`src/rtl/shared_reg_arbiter.sv`:
```
// Round-robin arbiter/sequencer loading one shared DATA_W-bit register,
// with optional locked bursts of up to MAX_BURST beats per grant.
module shared_reg_arbiter #(
  parameter int unsigned NUM_REQ   = 4,
  parameter int unsigned DATA_W    = 8,
  parameter int unsigned MAX_BURST = 4
) (
  input  logic                        clk,
  input  logic                        reset,
  input  logic [NUM_REQ-1:0]          req,
  input  logic [NUM_REQ-1:0]          lock,
  input  logic [NUM_REQ*DATA_W-1:0]   wdata,
  output logic [NUM_REQ-1:0]          gnt,
  output logic [DATA_W-1:0]           q,
  output logic                        q_valid,
  output logic [$clog2(NUM_REQ)-1:0]  q_src
);

  localparam int unsigned IDX_W  = $clog2(NUM_REQ);
  localparam int unsigned BCNT_W = (MAX_BURST > 1) ? $clog2(MAX_BURST) : 1;

  typedef enum logic {IDLE, OWN} state_t;

  state_t              state, state_n;
  logic [IDX_W-1:0]    owner, owner_n;
  logic [IDX_W-1:0]    ptr, ptr_n;
  logic [BCNT_W-1:0]   bcnt, bcnt_n;
  logic [NUM_REQ-1:0]  gnt_n;
  logic [DATA_W-1:0]   q_n;
  logic                q_valid_n;
  logic [IDX_W-1:0]    q_src_n;

  logic                rel;
  logic                arb;
  logic                found;
  logic [IDX_W-1:0]    start;
  logic [IDX_W-1:0]    win;
  logic [IDX_W-1:0]    cand;

  // Index i+k wrapped modulo NUM_REQ (works for non-power-of-two counts).
  function automatic logic [IDX_W-1:0] wrap_add(input logic [IDX_W-1:0] i,
                                                input int unsigned k);
    int unsigned s;
    s = 32'(i) + k;
    return IDX_W'(s % NUM_REQ);
  endfunction

  // State and datapath registers; async reset clears everything mid-burst.
  always_ff @(posedge clk or negedge reset) begin
    if (!reset) begin
      state   <= IDLE;
      owner   <= '0;
      ptr     <= '0;
      bcnt    <= '0;
      gnt     <= '0;
      q       <= '0;
      q_valid <= 1'b0;
      q_src   <= '0;
    end else begin
      state   <= state_n;
      owner   <= owner_n;
      ptr     <= ptr_n;
      bcnt    <= bcnt_n;
      gnt     <= gnt_n;
      q       <= q_n;
      q_valid <= q_valid_n;
      q_src   <= q_src_n;
    end
  end

  // Beat/release decision, then round-robin search from ptr (or owner+1 on release).
  always_comb begin
    state_n   = state;
    owner_n   = owner;
    ptr_n     = ptr;
    bcnt_n    = bcnt;
    gnt_n     = gnt;
    q_n       = q;
    q_valid_n = 1'b0;
    q_src_n   = q_src;
    rel       = 1'b0;
    arb       = (state == IDLE);
    found     = 1'b0;
    start     = ptr;
    win       = '0;
    cand      = '0;

    if (state == OWN) begin
      if (!req[owner]) begin
        rel = 1'b1;
      end else begin
        q_n       = wdata[32'(owner)*DATA_W +: DATA_W];
        q_src_n   = owner;
        q_valid_n = 1'b1;
        if (!lock[owner] || (bcnt == BCNT_W'(MAX_BURST - 1))) begin
          rel = 1'b1;
        end else begin
          bcnt_n = bcnt + BCNT_W'(1);
        end
      end
    end

    if (rel) begin
      start = wrap_add(owner, 1);
      ptr_n = start;
      arb   = 1'b1;
    end

    if (arb) begin
      for (int unsigned k = 0; k < NUM_REQ; k++) begin
        cand = wrap_add(start, k);
        if (!found && req[cand]) begin
          found = 1'b1;
          win   = cand;
        end
      end
      if (found) begin
        state_n = OWN;
        owner_n = win;
        gnt_n   = NUM_REQ'(1) << win;
        bcnt_n  = '0;
      end else begin
        state_n = IDLE;
        gnt_n   = '0;
      end
    end
  end

endmodule

```
`config.mk`:
```
export PLATFORM = sky130hd
export DESIGN_NAME = shared_reg_arbiter
export DESIGN_NICKNAME = d
export VERILOG_FILES = /design/src/rtl/shared_reg_arbiter.sv
export SDC_FILE = /design/constraint.sdc
export NUM_CORES = 1
export LEC_CHECK = 0
export ABC_AREA = 1
export CAP_MARGIN = 20
export CORE_AREA = 4 4 65 67
export DETAILED_ROUTE_END_ITERATION = 12
export DIE_AREA = 0 0 69 71
export PLACE_DENSITY = 0.77
export REMOVE_ABC_BUFFERS = 1
export SYNTH_ARGS = -nofsm -noshare
export SYNTH_HDL_FRONTEND = slang
export SYNTH_SLANG_ARGS = --single-unit
```
`constraint.sdc`:
```
create_clock -name clk -period 2.6 [get_ports clk]
set_input_delay 0.52 -clock clk [delete_from_list [all_inputs] [get_ports clk]]
set_output_delay 0.52 -clock clk [all_outputs]
set_load 0.005 [all_outputs]
```
# Word level (Yosys, flattened, before mapping)
# Index checks and enable logic that the tools add are counted.
[word_totals]
out_inout_bits = 15
mem_bits_ro = 0
n_memories = 0
input_bits = 42
ram_bits = 0
word_cells = 71
regBits = 22
latch_bits = 0
[op_classes]
eq_ne = 1
n_addsub = 5
n_bitwise = 1
magnitude_cmp = 5
mux = 39
reduce_logical = 10
n_mul = 0
shift = 2
div_mod_pow = 0
[ops]
columns = ["op", "count"]
rows = [
  ["$shiftx 32x6->8", 1],
  ["$mux 2", 11],
  ["$mux 1", 21],
  ["$lt 2x3->1 const B", 5],
  ["$bmux 1 s2", 6],
  ["$add 2x1->2 const B", 3],
  ["$add 2x2->2 const B", 2],
  ["$logic_not 1->1", 4],
  ["$mux 4", 1],
  ["$reduce_and 2->1", 2],
  ["$shl 1x2->4 const A", 1],
  ["$logic_and 1x1->1", 3],
  ["$eq 2x2->1 const B", 1],
  ["$logic_or 1x1->1", 1],
  ["$not 1->1", 1],
]

# Longest topological paths before layout
# Gate-level depths: netlist of the first run.
[depth]
depth_word = 26
ltp_mapped = 20
ltp_nobuf = 19

# Least setup slack after synthesis of the first run
# Ideal clock, no wire load.
[synth_path]
path_kind = "input port to flip-flop"
from = "input port req[0]"
to = "register owner[1]"
required_ps = 2472
cell_stages = 16
setup_slack_ps = 651
path_buffers = 0
arrival_ps = 1821
setup_time_ps = 128
cell_sequence = "inv_1 nand2_2 nand3_2 nand2_2 nand3_4 nand2_4 nand2_2 nand2_2 nand2_1 nand2_1 o21ai_4 nand3_2 nor2_2 nor2_2 nand2_1 o21ai_1"
[synth_via]
elab_chain_len = 22
word_cells_on_any_way = 37
cone_classes = "add/sub: 3; mux: 27; reduce/logical: 7"
[synth_lines]
columns = ["element", "line", "text"]
rows = [
  ["start: declaration", "10", "input logic [NUM_REQ-1:0] req,"],
  ["$bmux 1 s2", "89", "if (!req[owner]) begin"],
  ["$mux 1 (implied by the code)", "89", ""],
  ["$mux 1", "89", ""],
  ["$mux 1", "88", "if (state == OWN) begin"],
  ["$mux 2", "n/a", ""],
  ["$bmux 1 s2", "112", "if (!found && req[cand]) begin"],
  ["$mux 1 (implied by the code)", "112", ""],
  ["$mux 1", "112", ""],
  ["[6 not listed]", "n/a", ""],
  ["$logic_and 1x1->1", "112", ""],
  ["$mux 1", "112", ""],
  ["$mux 1", "109", "if (arb) begin"],
  ["$logic_not 1->1", "112", ""],
  ["$logic_and 1x1->1", "112", ""],
  ["$mux 1", "112", ""],
  ["$mux 1", "109", ""],
  ["$reduce_and 2->1 (no source line)", "n/a", ""],
  ["end signal: assignment", "61", "owner <= owner_n;"],
  ["end: declaration", "25", "logic [IDX_W-1:0] owner, owner_n;"],
]
# Several ways; a longest one is shown, not always the timed one. The select of a mux whose other input is x is not followed.
# A chain may end at the register's enable or synchronous reset.

# Final worst setup path of the first run
[layout_path]
from = "input port lock[1]"
to = "register gnt[0]"
[layout_via]
elab_chain_len = 26
word_cells_on_any_way = 41
cone_classes = "add/sub: 3; shift: 1; mux: 29; reduce/logical: 8"
[layout_lines]
columns = ["element", "line", "text"]
rows = [
  ["start: declaration", "11", "input logic [NUM_REQ-1:0] lock,"],
  ["$bmux 1 s2 *", "95", "if (!lock[owner] || (bcnt == BCNT_W'(MAX_BURST - 1))) begin"],
  ["$mux 1 (implied by the code) *", "95", ""],
  ["$logic_not 1->1 *", "95", ""],
  ["$logic_or 1x1->1 *", "95", ""],
  ["$mux 1 *", "95", ""],
  ["$mux 1 *", "89", ""],
  ["$mux 1 *", "88", ""],
  ["$mux 2", "n/a", ""],
  ["[10 not listed]", "n/a", ""],
  ["$mux 1", "112", ""],
  ["$mux 1", "109", ""],
  ["$logic_not 1->1", "112", ""],
  ["$logic_and 1x1->1", "112", ""],
  ["$mux 2", "112", ""],
  ["$mux 2", "109", ""],
  ["$shl 1x2->4", "120", "gnt_n = NUM_REQ'(1) << win;"],
  ["$mux 4", "117", "if (found) begin"],
  ["end signal: assignment", "64", "gnt <= gnt_n;"],
  ["end: declaration", "13", "output logic [NUM_REQ-1:0] gnt,"],
]
# Every way passes the cells marked *; elsewhere a longest branch is shown, timed or not. The select of a mux whose other input is x is not followed.

==> flow_summary.yaml, run 1 <==
run_status:
  run_status: "completed"
layout:
  fin_area_um2: 2290
  final_layout_size_suffix_gt1_share_pct: 16.5
  finalNetCount: 329
  area.growth.synth_to_final_pct: 47.7
  number_of_filler_instances_in_the_final_layout: 347
  antenna-diode-count: 0
  fin_util_pct: 63.0
cts:
  cts_root_buffer: "sky130_fd_sc_hd__clkbuf_8"
  insertion_delay_to_the_later_sink_of_the_worst_skew_pair_ns: 0.26
  cts_htree_levels: 1
  tritoncts: "built"
  cts_made_buffers: 3
  ctsHoldBuffers: 0
  clk_pin_slew_worst_paths_ns: 0.08
  total_setup_buffers_inserted_after_cts: 0
  clock_sink_count: 22
  cts_buffer_depth: 2
  post_cts.resized_instances: 0
floorplanning:
  die_x_um: 69
  floorplan.initialDensity_pct: 42.6
  coreArea_um2: 3630
  core.rowCount: 22
  die_area_um2: 4900
  die-height_um: 71
  ioPinCount: 57
timing:
  finalClockSkew_ns: 0.00344
  final_hold_viol_count: 0
  post-route-min-period_ns: 2.37
  setup_ws_ns: 0.227
  timing.slew.headroom_pct: 72.6
  timing.final.max_slew_violations: 0
  unrepaired_setup_endpoints_after_global_routing: "no"
  totalNegativeSetupSlack_ns: 0
  timing.final.setup_violations: 0
  timing_worst_slew_pin_value_ns: 0.411
  timing.fmax_ghz: 0.421
  fin_crit_sh_pct: 91.3
worst_hold_path:
  min-delay-path-class: "flop to flop"
route:
  drtIter0Drc: 104
  detailroute.via_count: 1647
  final_routed_drc_violation_total: 0
  via_per_inst: 4.95
  wl_mm: 4.36
  antenna_violating_nets_post_route: 0
  wire_per_inst_um: 13.1
  drt_pre_antenna_iters: 4
critical_path:
  timing.critical_path.slowest_stage_cell: "sky130_fd_sc_hd__clkdlybuf4s50_1"
  crit_fanout: 6
  critical-path-top-cell-by-count: "sky130_fd_sc_hd__nand2_1"
  cp_num_buf_inv: 2
  worst_ep_arrival_time_ns: 2.54
  timing.critical_path.max_delay_family: "simple AND/OR/NAND/NOR gates"
  cp-end-kind: "flop"
  critical_path_class: "input port to flop"
  cp.required_ns: 2.76
  crit_path_cell_trace: "clkdlybuf4s50_1 -> inv_1 -> nand2_1 -> nand3_1 -> nand2_1 -> nand3_4 -> nand2_4 -> nand2_4 -> nand2_4 -> nand2_2 -> nand2_2 -> nand2_1 -> o21ai_4 -> nand3_2 -> nor2_2 -> nor2_2 -> nand3_1 -> nand2_1"
  category_of_the_worst_setup_path_launch_point: "input port"
  critical-path-max-stage-delay_ns: 0.47
logic_synthesis:
  synth-seq-area-share_pct: 35.5
  synth_top_cells_by_area: "sky130_fd_sc_hd__dfrtp_1 (36%), sky130_fd_sc_hd__nand2_1 (16%), sky130_fd_sc_hd__o21ai_0 (6.8%), sky130_fd_sc_hd__nand3_1 (6.5%), sky130_fd_sc_hd__nor2_1 (5.1%)"
  netlist-cell-type-count: 27
  synthesized_cell_area_um2: 1550
  post_synthesis_cell_count: 221
  netlist.top_cell.by_area: "sky130_fd_sc_hd__dfrtp_1"
  postSynthAreaPerCell_um2: 7.01
  synth_warnings: 0
  postSynthRegisterBits: 22
  synth_top_cell_area_share_pct: 35.5
place:
  post-place-ws_ns: -0.0100
  io_buffers: 56
  detailed_place.area_um2: 2220
  detailed_place_hpwl_mm: 3.34
  globalplace.congestion: 0.935
power:
  ir_drop_mv: 0.932
  power_per_cell_area_nw_per_um2: 1520
  total_power_mw: 3.48
  power_leakage_nw: 1.11
global_route:
  grt_start_max_net_pins: 23
  first_global_vias: 1596
  grt_antenna_before_repair: 0
  gr-usage-all-layers_pct: 18.7
  grt_first_pass_wirelength_mm: 7.51
  grt_overflow_total: 0
job:
  max-cap-violations: 0
-- registers in the layout (all words and copies together), names as in the netlist --
signal / cells
owner: 2
q_src: 2
q: 8
bcnt: 2
gnt: 4
q_valid: 1
state: 1
ptr: 2
-- routing by layer --
layer  vias up  track usage (%)  wire [um]
li1        839                -          -
met3         7             3.55        143
met4         0             5.86         71
met1       758             22.8       1930
met2        43             33.4       2220
met5         -                0          0
-- cell type report --
class	count	area (um2)	share of cell area (%)
timing repair buffer	67	643	28.1
sequential	22	551	24.1
multi-input combinational	171	882	38.5
inverter	21	81.3	3.55
tap	48	60.1	2.62
clock buffer	3	41.3	1.80
clock inverter	1	30.0	1.31
-- placed cells by master (no fill, tap or decap), types with 2 or more instances in the layout --
| cell type | netlist | final |
|---|---|---|
| sky130_fd_sc_hd__o21ai_0 | 21 | 21 |
| sky130_fd_sc_hd__nor2_2 | 3 | 3 |
| sky130_fd_sc_hd__nand2_1 | 66 | 66 |
| sky130_fd_sc_hd__nand2_4 | 6 | 6 |
| sky130_fd_sc_hd__nor2_1 | 21 | 21 |
| sky130_fd_sc_hd__nand3_1 | 20 | 20 |
| sky130_fd_sc_hd__dfrtp_1 | 22 | 22 |
| sky130_fd_sc_hd__inv_1 | 17 | 17 |
| sky130_fd_sc_hd__o22ai_1 | 8 | 8 |
| sky130_fd_sc_hd__nand4_1 | 2 | 2 |
| sky130_fd_sc_hd__buf_4 | 0 | 11 |
| sky130_fd_sc_hd__nand2_2 | 12 | 12 |
| sky130_fd_sc_hd__inv_2 | 2 | 2 |
| sky130_fd_sc_hd__nand3_2 | 4 | 4 |
| sky130_fd_sc_hd__clkbuf_8 | 0 | 3 |
| sky130_fd_sc_hd__clkdlybuf4s50_1 | 0 | 56 |
-- power breakdown --
part           internal, mW  total [mW]  switching [mW]
logic                 0.980        2.56            1.58
clock network         0.206       0.320           0.114
registers             0.520       0.600          0.0801
-- metrics by stage --
stage               std cells  hold WS, ns
finish                    333        0.482
CTS                       333        0.486
floorplan                 214        0.224
global route              333        0.504
global placement          329        0.461
detailed placement        329        0.465
-- final timing paths --
check | depth (start not counted) | startpoint | to | slack (ns)
min reg2reg | 2 | q[4] | q[4] | 0.48
max | 18 | lock[1] | gnt[0] | 0.23
min in group asynchronous | 2 | reset | q[0] | 0.60
max reg2reg | 16 | owner[1] | gnt[0] | 0.28
min | 2 | q[4] | q[4] | 0.48
max in group asynchronous | 2 | reset | q[1] | 1.77
-- worst min-delay path, delay by kind of cell (launching register included) --
kind,cells,cell delay (ns)
DFF,1,0.35
and+or+nand+nor,2,0.10
-- kinds of logic after synthesis --
group,after synthesis,share of synthesized area (%)
xor gates and xnor gates,1,0.566
and+or+nand+nor,136,43.3
buffers and inverters,28,7.51
adders and majority gates,1,0.808
DFF,22,35.5
AOI/OAI and AO/OA,33,12.3
-- cell usage after synthesis --
master / n
sky130_fd_sc_hd__a21oi_1: 1
sky130_fd_sc_hd__buf_1: 1
sky130_fd_sc_hd__buf_2: 1
sky130_fd_sc_hd__buf_6: 1
sky130_fd_sc_hd__clkbuf_1: 4
sky130_fd_sc_hd__clkinv_1: 1
sky130_fd_sc_hd__dfrtp_1: 22
sky130_fd_sc_hd__ha_1: 1
sky130_fd_sc_hd__inv_1: 17
sky130_fd_sc_hd__inv_2: 2
sky130_fd_sc_hd__inv_4: 1
sky130_fd_sc_hd__nand2_1: 66
sky130_fd_sc_hd__nand2_2: 12
sky130_fd_sc_hd__nand2_4: 6
sky130_fd_sc_hd__nand3_1: 20
sky130_fd_sc_hd__nand3_2: 4
sky130_fd_sc_hd__nand3_4: 1
sky130_fd_sc_hd__nand4_1: 2
sky130_fd_sc_hd__nand4_2: 1
sky130_fd_sc_hd__nor2_1: 21
sky130_fd_sc_hd__nor2_2: 3
sky130_fd_sc_hd__o21ai_0: 21
sky130_fd_sc_hd__o21ai_1: 1
sky130_fd_sc_hd__o21ai_2: 1
sky130_fd_sc_hd__o21ai_4: 1
sky130_fd_sc_hd__o22ai_1: 8
sky130_fd_sc_hd__xnor2_1: 1
Power figures use the tool's default switching activity.
==> run 2, diff against run 1 <==
--- a/config.mk
+++ b/config.mk
@@ -10,7 +10,7 @@
 export CORE_AREA = 4 4 65 67
 export DETAILED_ROUTE_END_ITERATION = 12
 export DIE_AREA = 0 0 69 71
-export PLACE_DENSITY = 0.77
+export PLACE_DENSITY_LB_ADDON = 0.12
 export REMOVE_ABC_BUFFERS = 1
 export SYNTH_ARGS = -nofsm -noshare
 export SYNTH_HDL_FRONTEND = slang
==> run 2 against run 1 <==
Against the previous run: sequential power rose by 2%; critical path depth did not move; setup slack improved by 0.0059 ns; design area rose by 0.33%; hold slack improved by 0.0017 ns; maximum frequency rose by 0.25%; global-route usage fell by 1.1 points.
==> flow_summary.yaml, run 2 (synthesis results as in run 1) <==
critical_path:
  cp.required_ns: 2.75
  timing.critical_path.slowest_stage_cell: "sky130_fd_sc_hd__clkdlybuf4s50_1"
  cp-end-kind: "flop"
  critical_path_class: "input port to flop"
  category_of_the_worst_setup_path_launch_point: "input port"
  crit_path_cell_trace: "clkdlybuf4s50_1 -> inv_1 -> nand2_1 -> nand3_1 -> nand2_2 -> nand3_4 -> nand3_1 -> nand2_4 -> inv_4 -> nand2_4 -> nand2_4 -> nand2_1 -> nand2_2 -> nand3_2 -> nor2_4 -> nor2_2 -> nand3_1 -> nand2_1"
  crit_fanout: 7
  worst_ep_arrival_time_ns: 2.51
  critical-path-max-stage-delay_ns: 0.48
layout:
  fin_util_pct: 63.2
  area.growth.synth_to_final_pct: 48.2
  finalNetCount: 331
  biggestRegsByFlops: "q x8, gnt x4"
  commonest_cells_after_routing_fill_and_taps_aside: "sky130_fd_sc_hd__nand2_1 (65), sky130_fd_sc_hd__clkdlybuf4s50_1 (56), sky130_fd_sc_hd__dfrtp_1 (22)"
  instances_no_fill: 334
  regMostFlops: "q"
  antenna-diode-count: 0
  fin_area_um2: 2300
  layout_commonest_cell: "sky130_fd_sc_hd__nand2_1"
  final_layout_size_suffix_gt1_share_pct: 17.1
  flip_flop_count_of_the_largest_register_all_copies_and_words_added: 8
power:
  pwr-share-comb_pct: 76.2
  power_leakage_nw: 1.10
  power_switching_share_pct: 51.4
  p_int_mw: 1.67
  power_per_cell_area_nw_per_um2: 1490
  ir_drop_mv: 1.25
  clock_power_share_pct: 5.9
  power_switching_mw: 1.76
  p_seq_share_pct: 17.9
  total_power_mw: 3.43
timing:
  post-route-min-period_ns: 2.37
  finalClockSkew_ns: 0.00447
  setup_ws_ns: 0.233
  timing.fmax_ghz: 0.422
  unrepaired_setup_endpoints_after_global_routing: "no"
  timing.slew.headroom_pct: 79.2
  timing_worst_slew_pin_value_ns: 0.312
  timing.hold.ws_ns: 0.484
  final_hold_viol_count: 0
  fin_crit_sh_pct: 91.1
  totalNegativeSetupSlack_ns: 0
  timing.final.setup_violations: 0
  timing.final.max_slew_violations: 0
route:
  wire_per_inst_um: 12.1
  drt_pre_antenna_iters: 5
  final_routed_drc_violation_total: 0
  detailroute.via_count: 1614
  drtIter0Drc: 55
  antenna_violating_nets_post_route: 0
  via_per_inst: 4.83
  wl_mm: 4.03
global_route:
  first_global_vias: 1578
  gr-usage-all-layers_pct: 17.6
  grt_start_max_net_pins: 23
  grt_first_pass_wirelength_mm: 7.24
  grt_overflow_total: 0
  grt_antenna_before_repair: 0
cts:
  cts_root_buffer: "sky130_fd_sc_hd__clkbuf_8"
  tritoncts: "built"
  post_cts.resized_instances: 0
  clk_pin_slew_worst_paths_ns: 0.07
  cts_htree_levels: 1
  cts_buffer_depth: 2
  clock_sink_count: 22
  insertion_delay_to_the_later_sink_of_the_worst_skew_pair_ns: 0.26
  total_setup_buffers_inserted_after_cts: 0
  cts_made_buffers: 3
  ctsHoldBuffers: 0
place:
  detailed_place.area_um2: 2230
  globalplace.congestion: 0.862
  io_buffers: 56
  detailed_place_hpwl_mm: 3.22
  post-place-ws_ns: -0.0390
  cell_count_post_placement: 331
floorplanning:
  die_x_um: 69
  die_area_um2: 4900
  ioPinCount: 57
  floorplan.initialDensity_pct: 42.6
  die-height_um: 71
  core.rowCount: 22
  coreArea_um2: 3630
run_status:
  run_status: "completed"
worst_hold_path:
  min-delay-path-class: "flop to flop"
job:
  max-cap-violations: 0
run 2: path summary, 6_finish.rpt:
path	from	endpoint	slack [ns]	cells past startpoint
worst max register to register	owner[1]	gnt[0]	0.33	15
worst max-delay path	req[2]	gnt[0]	0.23	18
worst min register to register	gnt[3]	gnt[3]	0.48	2
max in group asynchronous	reset	bcnt[0]	1.77	2
min in group asynchronous	reset	q[7]	0.61	2
worst min-delay path	gnt[3]	gnt[3]	0.48	2
run 2: area by class of cell:
type / instances / area [um2]
Fill cell: 355 / 1340
Multi-Input combinational cell: 171 / 905
Timing Repair Buffer: 69 / 658
Sequential cell: 22 / 551
Inverter: 21 / 81.3
Tap cell: 48 / 60.1
Clock buffer: 3 / 41.3
run 2: worst max-delay path: cells and delay by family:
family | cells | cell delay, ns
and+or+nand+nor | 15 | 1.33
buffers and inverters | 3 | 0.65
run 2: power groups by stage:
stage,registers [mW],logic (mW),clock network (mW)
2_1_floorplan,0.653,1.74,0
3_3_place_gp,0.616,2.55,0
3_5_place_dp,0.620,2.58,0
4_1_cts,0.615,2.59,0.211
5_1_grt,0.634,2.99,0.224
6_report,0.614,2.61,0.203
run 2: per-layer routing:
metal  vias up  wire [um]  track usage (%)
met3         4        215             5.26
met1       726       1890             22.4
met2        38       1900             29.6
met5         -          0                0
met4         0         31             3.90
li1        846          -                -
